--- src/rtl/mtm_alu_serializer.sv ---
// Output stage of the mtm ALU: latches one result or error word per handshake and
// emits it on sout as 11-bit packets (start, type, byte MSB first, stop).
module mtm_alu_serializer #(
   parameter int unsigned INTER_PKT_GAP   = 0,
   parameter int unsigned INTER_FRAME_GAP = 0
) (
   input  logic        clk,
   input  logic        rst_n,
   input  logic        in_valid,
   output logic        in_ready,
   input  logic        in_err,
   input  logic [31:0] C,
   input  logic [3:0]  flags,
   input  logic [5:0]  err_flags,
   output logic        sout,
   output logic        busy
);

   typedef enum logic [2:0] {IDLE, START, TYPE, BITS, STOP, GAP, FGAP} state_t;

   localparam logic [2:0]  LAST_PKT     = 3'd4;
   localparam logic [15:0] PKT_GAP_M1   = 16'(INTER_PKT_GAP - 1);
   localparam logic [15:0] FRAME_GAP_M1 = 16'(INTER_FRAME_GAP - 1);

   state_t      state_reg, state_next;
   logic [2:0]  pkt_cnt_reg, pkt_cnt_next;
   logic [2:0]  bit_cnt_reg, bit_cnt_next;
   logic [15:0] gap_cnt_reg, gap_cnt_next;
   logic [31:0] c_reg, c_next;
   logic [7:0]  ctl_reg, ctl_next;
   logic        sout_reg, sout_next;
   logic        in_ready_reg, in_ready_next;
   logic        busy_reg, busy_next;
   logic [7:0]  cur_byte;

   // CRC3 (x^3+x+1, init 0) shifted in MSB first over {C, 1'b0, flags}
   function automatic logic [2:0] crc3(input logic [36:0] msg);
      logic [2:0] crc;
      logic       fb;
      crc = 3'b000;
      for (int i = 36; i >= 0; i--) begin
         fb  = crc[2] ^ msg[i];
         crc = {crc[1], crc[0] ^ fb, fb};
      end
      return crc;
   endfunction

   // Error frames start with pkt_cnt at LAST_PKT so they share the CTL path
   always_comb begin
      case (pkt_cnt_reg)
         3'd0:    cur_byte = c_reg[31:24];
         3'd1:    cur_byte = c_reg[23:16];
         3'd2:    cur_byte = c_reg[15:8];
         3'd3:    cur_byte = c_reg[7:0];
         default: cur_byte = ctl_reg;
      endcase
   end

   always_ff @(posedge clk or negedge rst_n) begin
      if (!rst_n) begin
         state_reg    <= IDLE;
         pkt_cnt_reg  <= 3'd0;
         bit_cnt_reg  <= 3'd0;
         gap_cnt_reg  <= 16'd0;
         c_reg        <= 32'd0;
         ctl_reg      <= 8'd0;
         sout_reg     <= 1'b1;
         in_ready_reg <= 1'b1;
         busy_reg     <= 1'b0;
      end else begin
         state_reg    <= state_next;
         pkt_cnt_reg  <= pkt_cnt_next;
         bit_cnt_reg  <= bit_cnt_next;
         gap_cnt_reg  <= gap_cnt_next;
         c_reg        <= c_next;
         ctl_reg      <= ctl_next;
         sout_reg     <= sout_next;
         in_ready_reg <= in_ready_next;
         busy_reg     <= busy_next;
      end
   end

   // Outputs are computed for the state being entered, so sout shows the bit of state_reg
   always_comb begin
      state_next    = state_reg;
      pkt_cnt_next  = pkt_cnt_reg;
      bit_cnt_next  = bit_cnt_reg;
      gap_cnt_next  = gap_cnt_reg;
      c_next        = c_reg;
      ctl_next      = ctl_reg;
      sout_next     = 1'b1;
      in_ready_next = 1'b0;
      busy_next     = 1'b1;
      case (state_reg)
         IDLE: begin
            in_ready_next = 1'b1;
            busy_next     = 1'b0;
            if (in_valid) begin
               state_next    = START;
               sout_next     = 1'b0;
               in_ready_next = 1'b0;
               busy_next     = 1'b1;
               if (in_err) begin
                  pkt_cnt_next = LAST_PKT;
                  ctl_next     = {1'b1, err_flags, ^{1'b1, err_flags}};
               end else begin
                  pkt_cnt_next = 3'd0;
                  c_next       = C;
                  ctl_next     = {1'b0, flags, crc3({C, 1'b0, flags})};
               end
            end
         end
         START: begin
            state_next = TYPE;
            sout_next  = (pkt_cnt_reg == LAST_PKT);
         end
         TYPE: begin
            state_next   = BITS;
            bit_cnt_next = 3'd7;
            sout_next    = cur_byte[7];
         end
         BITS: begin
            if (bit_cnt_reg == 3'd0) begin
               state_next = STOP;
            end else begin
               bit_cnt_next = bit_cnt_reg - 3'd1;
               sout_next    = cur_byte[bit_cnt_reg - 3'd1];
            end
         end
         STOP: begin
            if (pkt_cnt_reg == LAST_PKT) begin
               if (INTER_FRAME_GAP != 0) begin
                  state_next   = FGAP;
                  gap_cnt_next = FRAME_GAP_M1;
               end else begin
                  state_next    = IDLE;
                  in_ready_next = 1'b1;
                  busy_next     = 1'b0;
               end
            end else begin
               pkt_cnt_next = pkt_cnt_reg + 3'd1;
               if (INTER_PKT_GAP != 0) begin
                  state_next   = GAP;
                  gap_cnt_next = PKT_GAP_M1;
               end else begin
                  state_next = START;
                  sout_next  = 1'b0;
               end
            end
         end
         GAP: begin
            if (gap_cnt_reg == 16'd0) begin
               state_next = START;
               sout_next  = 1'b0;
            end else begin
               gap_cnt_next = gap_cnt_reg - 16'd1;
            end
         end
         FGAP: begin
            if (gap_cnt_reg == 16'd0) begin
               state_next    = IDLE;
               in_ready_next = 1'b1;
               busy_next     = 1'b0;
            end else begin
               gap_cnt_next = gap_cnt_reg - 16'd1;
            end
         end
         default: state_next = IDLE;
      endcase
   end

   assign sout     = sout_reg;
   assign in_ready = in_ready_reg;
   assign busy     = busy_reg;

endmodule

--- config.mk ---
export PLATFORM = sky130hd
export DESIGN_NAME = mtm_alu_serializer
export DESIGN_NICKNAME = d
export VERILOG_FILES = /design/src/rtl/mtm_alu_serializer.sv
export SDC_FILE = /design/constraint.sdc
export NUM_CORES = 1
export LEC_CHECK = 0
export BUFFER_PORTS_ARGS = -buffer_cell sky130_fd_sc_hd__clkbuf_2
export CORE_MARGIN = 5
export CORE_UTILIZATION = 50
export DETAILED_ROUTE_END_ITERATION = 16
export PLACE_DENSITY = 0.77
export SETUP_SLACK_MARGIN = 0.15
export SKIP_LAST_GASP = 1
export SLEW_MARGIN = 20
export SYNTH_ARGS = -nofsm -noshare
export SYNTH_HDL_FRONTEND = slang
export SYNTH_SLANG_ARGS = --single-unit
--- constraint.sdc ---
create_clock -name clk -period 2.2 [get_ports clk]
set_input_delay 0.22 -clock clk [delete_from_list [all_inputs] [get_ports clk]]
set_output_delay 0.22 -clock clk [all_outputs]
set_load 0.1 [all_outputs]
# [Yosys cells after proc, flatten, opt, wreduce, memory -nomap -nowiden]
# Cells that the tools add are included.
[totals] reg_bits=68 latch_bits=0 mem_bits_rw=0 mem_bits_ro=0 inputBits=46 output_inout_bits=3 elab_cells=141 n_memories=0
[op_classes] n_addsub=3 n_mul=0 div=0 magnitude_cmp=1 n_eq_ne=16 shifts=0 n_mux=26 bitwise=72 n_reduce_logical=14
[op_table] cell="1-bit bitwise XOR" n=70
[op_table] cell="8-bit case mux with 4 select lines" n=1
[op_table] cell="3-bit 2-to-1 mux" n=8
[op_table] cell="3-bit case mux with 7 select lines" n=1
[op_table] cell="16-bit zero test" n=1
[op_table] cell="16-bit by 1-bit subtractor with 16-bit output (second input constant)" n=1
[op_table] cell="3-bit by 2-bit == test with 1-bit output (second input constant)" n=4
[op_table] cell="3-bit == test (second input constant)" n=4
[op_table] cell="2-bit != test (second input constant)" n=6
[op_table] cell="3-bit case mux with 2 select lines" n=2
[op_table] cell="3-bit zero test" n=3
[op_table] cell="1-bit 2-to-1 mux" n=9
[op_table] cell="8-bit 2-to-1 mux" n=1
[op_table] cell="7-bit parity" n=1
[op_table] cell="3-bit by 1-bit == test with 1-bit output (second input constant)" n=2
[op_table] cell="1-bit case mux with 3 select lines" n=2
[op_table] cell="1-bit case mux with 6 select lines" n=1
[op_table] cell="2-bit AND reduction" n=3
[op_table] cell="3-bit AND reduction" n=2
[op_table] cell="3-bit by 4-bit less-than comparator with 1-bit output (second input constant)" n=1
[op_table] cell="4-bit AND reduction" n=1
[op_table] cell="2-bit nonzero test" n=2
[op_table] cell="3-bit by 1-bit adder with 3-bit output (second input constant)" n=1
[op_table] cell="1-bit binary-select mux with 3-bit select" n=1
[op_table] cell="other kinds (3)" n=4

# [Logic depth before layout (Yosys ltp)]
[depth] ltp_word=36 mapped_depth=12 mapped_depth_nobuf=9

# [Worst setup path before layout]
# No wires, ideal clock.
[synth_path] path_kind="register to register" from="register pkt_cnt_reg[2]" to="register sout_reg, in the netlist sout" setup_time_ns=0.078 arrival_ns=2.231 required_ns=2.122 path_slack_ns=-0.109 path_stages_with_launch=12 n_path_buf=3 synth_period_minus_slack_ns=2.309 cell_sequence="dfrtp_1 > clkbuf_1 > clkbuf_1 > inv_1 > ha_1 > clkbuf_1 > o21bai_1 > mux2i_1 > nand2_1 > a32oi_1 > o221ai_1 > a31o_2"
[synth_via] elab_chain_len=6 word_cells_on_any_way=11 classes_between="eq/ne (4); mux (6); reduce/logical (1)"
[synth_lines] element="start, declared" line="26" text="logic [2:0] pkt_cnt_reg, pkt_cnt_next;"
[synth_lines] element="start signal, assigned" line="72" text="pkt_cnt_reg <= pkt_cnt_next;"
[synth_lines] element="3-bit by 2-bit == test with 1-bit output, or another cell as far along" line="50" text="case (pkt_cnt_reg)"
[synth_lines] element="8-bit case mux with 4 select lines" line="50"
[synth_lines] element="1-bit binary-select mux with 3-bit select" line="127" text="sout_next = cur_byte[bit_cnt_reg - 3'd1];"
[synth_lines] element="1-bit 2-to-1 mux (not written as such)" line="127"
[synth_lines] element="1-bit 2-to-1 mux" line="123" text="if (bit_cnt_reg == 3'd0) begin"
[synth_lines] element="1-bit case mux with 6 select lines *" line="94" text="case (state_reg)"
[synth_lines] element="via sout_next" line="31" text="logic sout_reg, sout_next;"
[synth_lines] element="end signal, assigned" line="77" text="sout_reg <= sout_next;"
[synth_lines] element="end, declared" line="31"
# Mark *: on every way through the listed nets, which the timed path passes. The rest lies on a longest branch. The select of a mux whose other input is x is not followed.
# A chain may end at the register's enable or synchronous reset.

# [Final worst setup path]
[layout_path] from="register gap_cnt_reg[13]" to="register gap_cnt_reg[13]"
[layout_via] elab_chain_len=3 word_cells_on_any_way=4 classes_between="add/sub (1); bitwise (1); reduce/logical (2)"
[layout_lines] element="start, declared" line="28" text="logic [15:0] gap_cnt_reg, gap_cnt_next;"
[layout_lines] element="start signal, assigned" line="74" text="gap_cnt_reg <= gap_cnt_next;"
[layout_lines] element="parallel branches: the longest is 3 deep, another holds 16-bit by 1-bit subtractor with 16-bit output"
# Several ways; the timed one is not identified.

==> results.md <==
- Run status: completed
- Clk slew on worst S/H paths: ~80 ps
- Clock sinks: between 60 and 70
- First-iteration detailed-routing DRC count: roughly 160
- DRT antenna net count: 0
- Vias in the first global route: ~2,800
- Ant. Diodes: 0
- First-pass GRT wire length: 13.9 mm
- Yosys reg bits: between 60 and 70
- Leakage power: between 0.002 and 0.0025 µW
- Most common cell in the netlist: dfrtp_1
- Top post-synthesis cells by count: dfrtp_1 (66), xnor2_1 (51), mux2_2 (32)
- Core ar.: roughly 7300 µm²
- Req. time, crit path: approximately 2400 ps
- Clk network pwr share: ~25%
- TritonCTS buffer count: 9
- Post-DP HPWL: about 6.2 mm
- Max Slew Vio Count: 0
- Area leader, netlist: dfrtp_1
- CP Max Fanout: 3
- CTS tree: built
- CP Capture Type: flip-flop
- Non-Filler Instances: roughly 520
- Synth top area cells: dfrtp_1 (44%), xnor2_1 (12%), mux2_2 (9.6%)
- I/O Pins: 49
- Total track usage: about a fifth
- Synthesized instance count: about 350
- TritonRoute pass-1 iters: 5
- Highest clock rate: around 0.47 GHz
- Post-Syn Area: ~3700 µm²
- Chip height: between 90 and 100 µm
- Wire per inst: between 15 and 20 µm
- Sw Share: a little over a third
- P&R area growth vs syn: 24.5%
- Fraction of registers with async set or reset after synthesis: 100%
- Cell Pwr Density: about 1200 nW/µm²
- Share of the yosys chip area belonging to registers: between 40% and 50%
- Flop-to-flop setup slack: 70 ps
- Avg Inst Size Synth: roughly 11 µm²
- Least-Margin Pin Slew: just over 500 ps
- Delay of the slowest cell on the worst path: between 500 and 600 ps
- Initial core utilization: 51.6%
- WP data arrival: roughly 2400 ps
- Row count: 31
- Placed Cells: around 490
- Placed Instance Area: roughly 4200 µm²
- Sequential share of power: between 30% and 40%
- Main synth FF type: dfrtp_1
- Final instance area: 4660 µm²
- Worst skew pair latency: 350 ps
- CP max-delay cell: or4_4
- Drt drc: 0
- Distinct cells, synth: 50
- Clk buf depth: 2
- Setup CP Type: reg -> reg
- Top cell type's share of synthesized area: between 40% and 50%
- Buffers on Ports: 48
- Die Wd: approximately 97 µm
- Die Area: slightly above 9000 µm²
- Final Skew: approximately 8.9 ps
- Period minus WS final: roughly 2100 ps
- Met3 wire len: 439 µm
- Peak VDD IR: approximately 0.67 mV
- Internal power: 3590 µW
- Largest net degree at the start of global routing: slightly below 70
- CP Launch Type: flip-flop
- Initial antenna violation count: 0
- Final GP Congestion: 0.865
- Final WL: 8.75 mm
- Finish-stage setup viols: 0
- Crit share post-route: a little over nine tenths
- RSZ-0062 raised after global routing: yes
- CP Cell Sequence: or4_4 -> nor4_4 -> a41o_2 -> nand2b_4 -> or3_4 -> nor3_2 -> xor2_1
- Fin. Hold Viols: 0
- Via density per instance: between 5 and 6
- Top routing layer used: met4
- CTS Root Cell: clkbuf_8
- Warnings from Yosys: 0
- Routed metal-1 wirelength: ~3.8 mm
- Met2 WL: 4.31 mm
- H-tree Lvls: 3
- Fin nets: approximately 470
- Vias: about 2,900
- Max cap viols: 0
- GR Overflow Total: 0
- Gate power share: a little under two fifths
- Syn nets: ~400
- Max reg flops: 32
- Post-synth EDFFs: 0
- Worst slew margin: around 64%
- Hold Path Class: in -> reg
- Proportion of layout cells with a drive suffix above 1: a little over a third
- Sw power: 1910 µW
-- power groups by stage --
| stage | clock, µW | sequential, µW | combinational [µW] |
|---|---|---|---|
| CTS | 1370 | 2050 | 2040 |
| detailed placement | 0 | 2060 | 1970 |
| global placement | 0 | 2050 | 1900 |
| floorplan | 0 | 2000 | 1500 |
| global route | 1430 | 2110 | 2310 |
| finish | 1360 | 2050 | 2090 |
-- cell usage in the layout, fill, tap and decap left out, types with 3 or more instances in the layout --
| master | n |
|---|---|
| a21oi_1 | 18 |
| a221o_1 | 3 |
| a222oi_1 | 7 |
| buf_4 | 20 |
| buf_6 | 3 |
| bufinv_16 | 4 |
| clkbuf_2 | 47 |
| clkbuf_8 | 9 |
| dfrtp_1 | 64 |
| ha_1 | 4 |
| ha_4 | 3 |
| inv_1 | 8 |
| mux2_2 | 32 |
| mux2i_1 | 7 |
| nand2_1 | 23 |
| nand2b_1 | 4 |
| nand3_1 | 4 |
| nor2_1 | 22 |
| nor2b_1 | 3 |
| nor3_1 | 4 |
| nor3_2 | 3 |
| o211ai_1 | 5 |
| o21ai_0 | 7 |
| xnor2_1 | 50 |
| xor2_1 | 15 |
-- path summary, 6_finish.rpt --
check | endpoint | depth (start not counted) | from
worst max-delay path | gap_cnt_reg[13] | 7 | gap_cnt_reg[13]
worst min-delay path | c_reg[20] | 2 | C[20]
worst max register to register | gap_cnt_reg[13] | 7 | gap_cnt_reg[13]
worst min register to register | ctl_reg[7] | 2 | ctl_reg[7]
max in group asynchronous | in_ready | 3 | rst_n
min in group asynchronous | c_reg[22] | 3 | rst_n
-- cell type report --
type	instances	area, µm²
Inverter	9	36.3
Sequential cell	68	1710
Clock inverter	6	136
Timing Repair Buffer	74	474
Multi-Input combinational cell	253	2060
Clock buffer	9	124
Tap cell	99	124
Fill cell	578	2590
-- cells by family (layout without fill, tap and decap cells) --
kind of cell	Yosys count	count (layout)	synth area share, %
adders and majority gates	8	8	2.68
AOI/OAI and AO/OA	60	60	11.5
xor gates and xnor gates	66	66	15.5
and+or+nand+nor	80	80	10.6
DFF	68	68	45.6
muxes	39	39	11.5
buffers and inverters	26	98	2.74
-- critical path: cells and delay by family, from the launching register on --
kind	cells	cell delay [ps]
AOI/OAI and AO/OA	1	250
xor gates and xnor gates	1	170
DFF	1	400
and+or+nand+nor	5	1190
-- per-layer routing --
layer  up-vias  track usage, %
met5         -               0
met4         0            6.89
met3        18            4.57
met2        84            32.8
li1       1358               -
met1      1405            26.0
-- through the flow --
stage | total power (µW) | setup slack [ps] | util, % | hold WS [ps] | setup TNS, ps
final | 5500 | 66.0 | 64.2 | 124 | 0
after global routing | 5850 | 19.5 | 64.2 | 122 | 0
after CTS | 5460 | 70.1 | 62.7 | 122 | 0
after detailed placement | 4040 | -29.2 | 57.5 | 268 | -29.2
after global placement | 3960 | 79.7 | 57.5 | 263 | 0
after floorplan | 3500 | 147 | - | -75.6 | 0
-- what timing repair did --
action                                 in CTS  in global routing
buffers inserted                            6                  7
resized for setup                          13                 15
endpoints found under the hold margin      66                  0
hold buffers                                1                  0
pin swaps                                  14                  8
setup endpoints to repair                   5                  9
cloned                                      0                  0
Power figures use the tool's default switching activity.
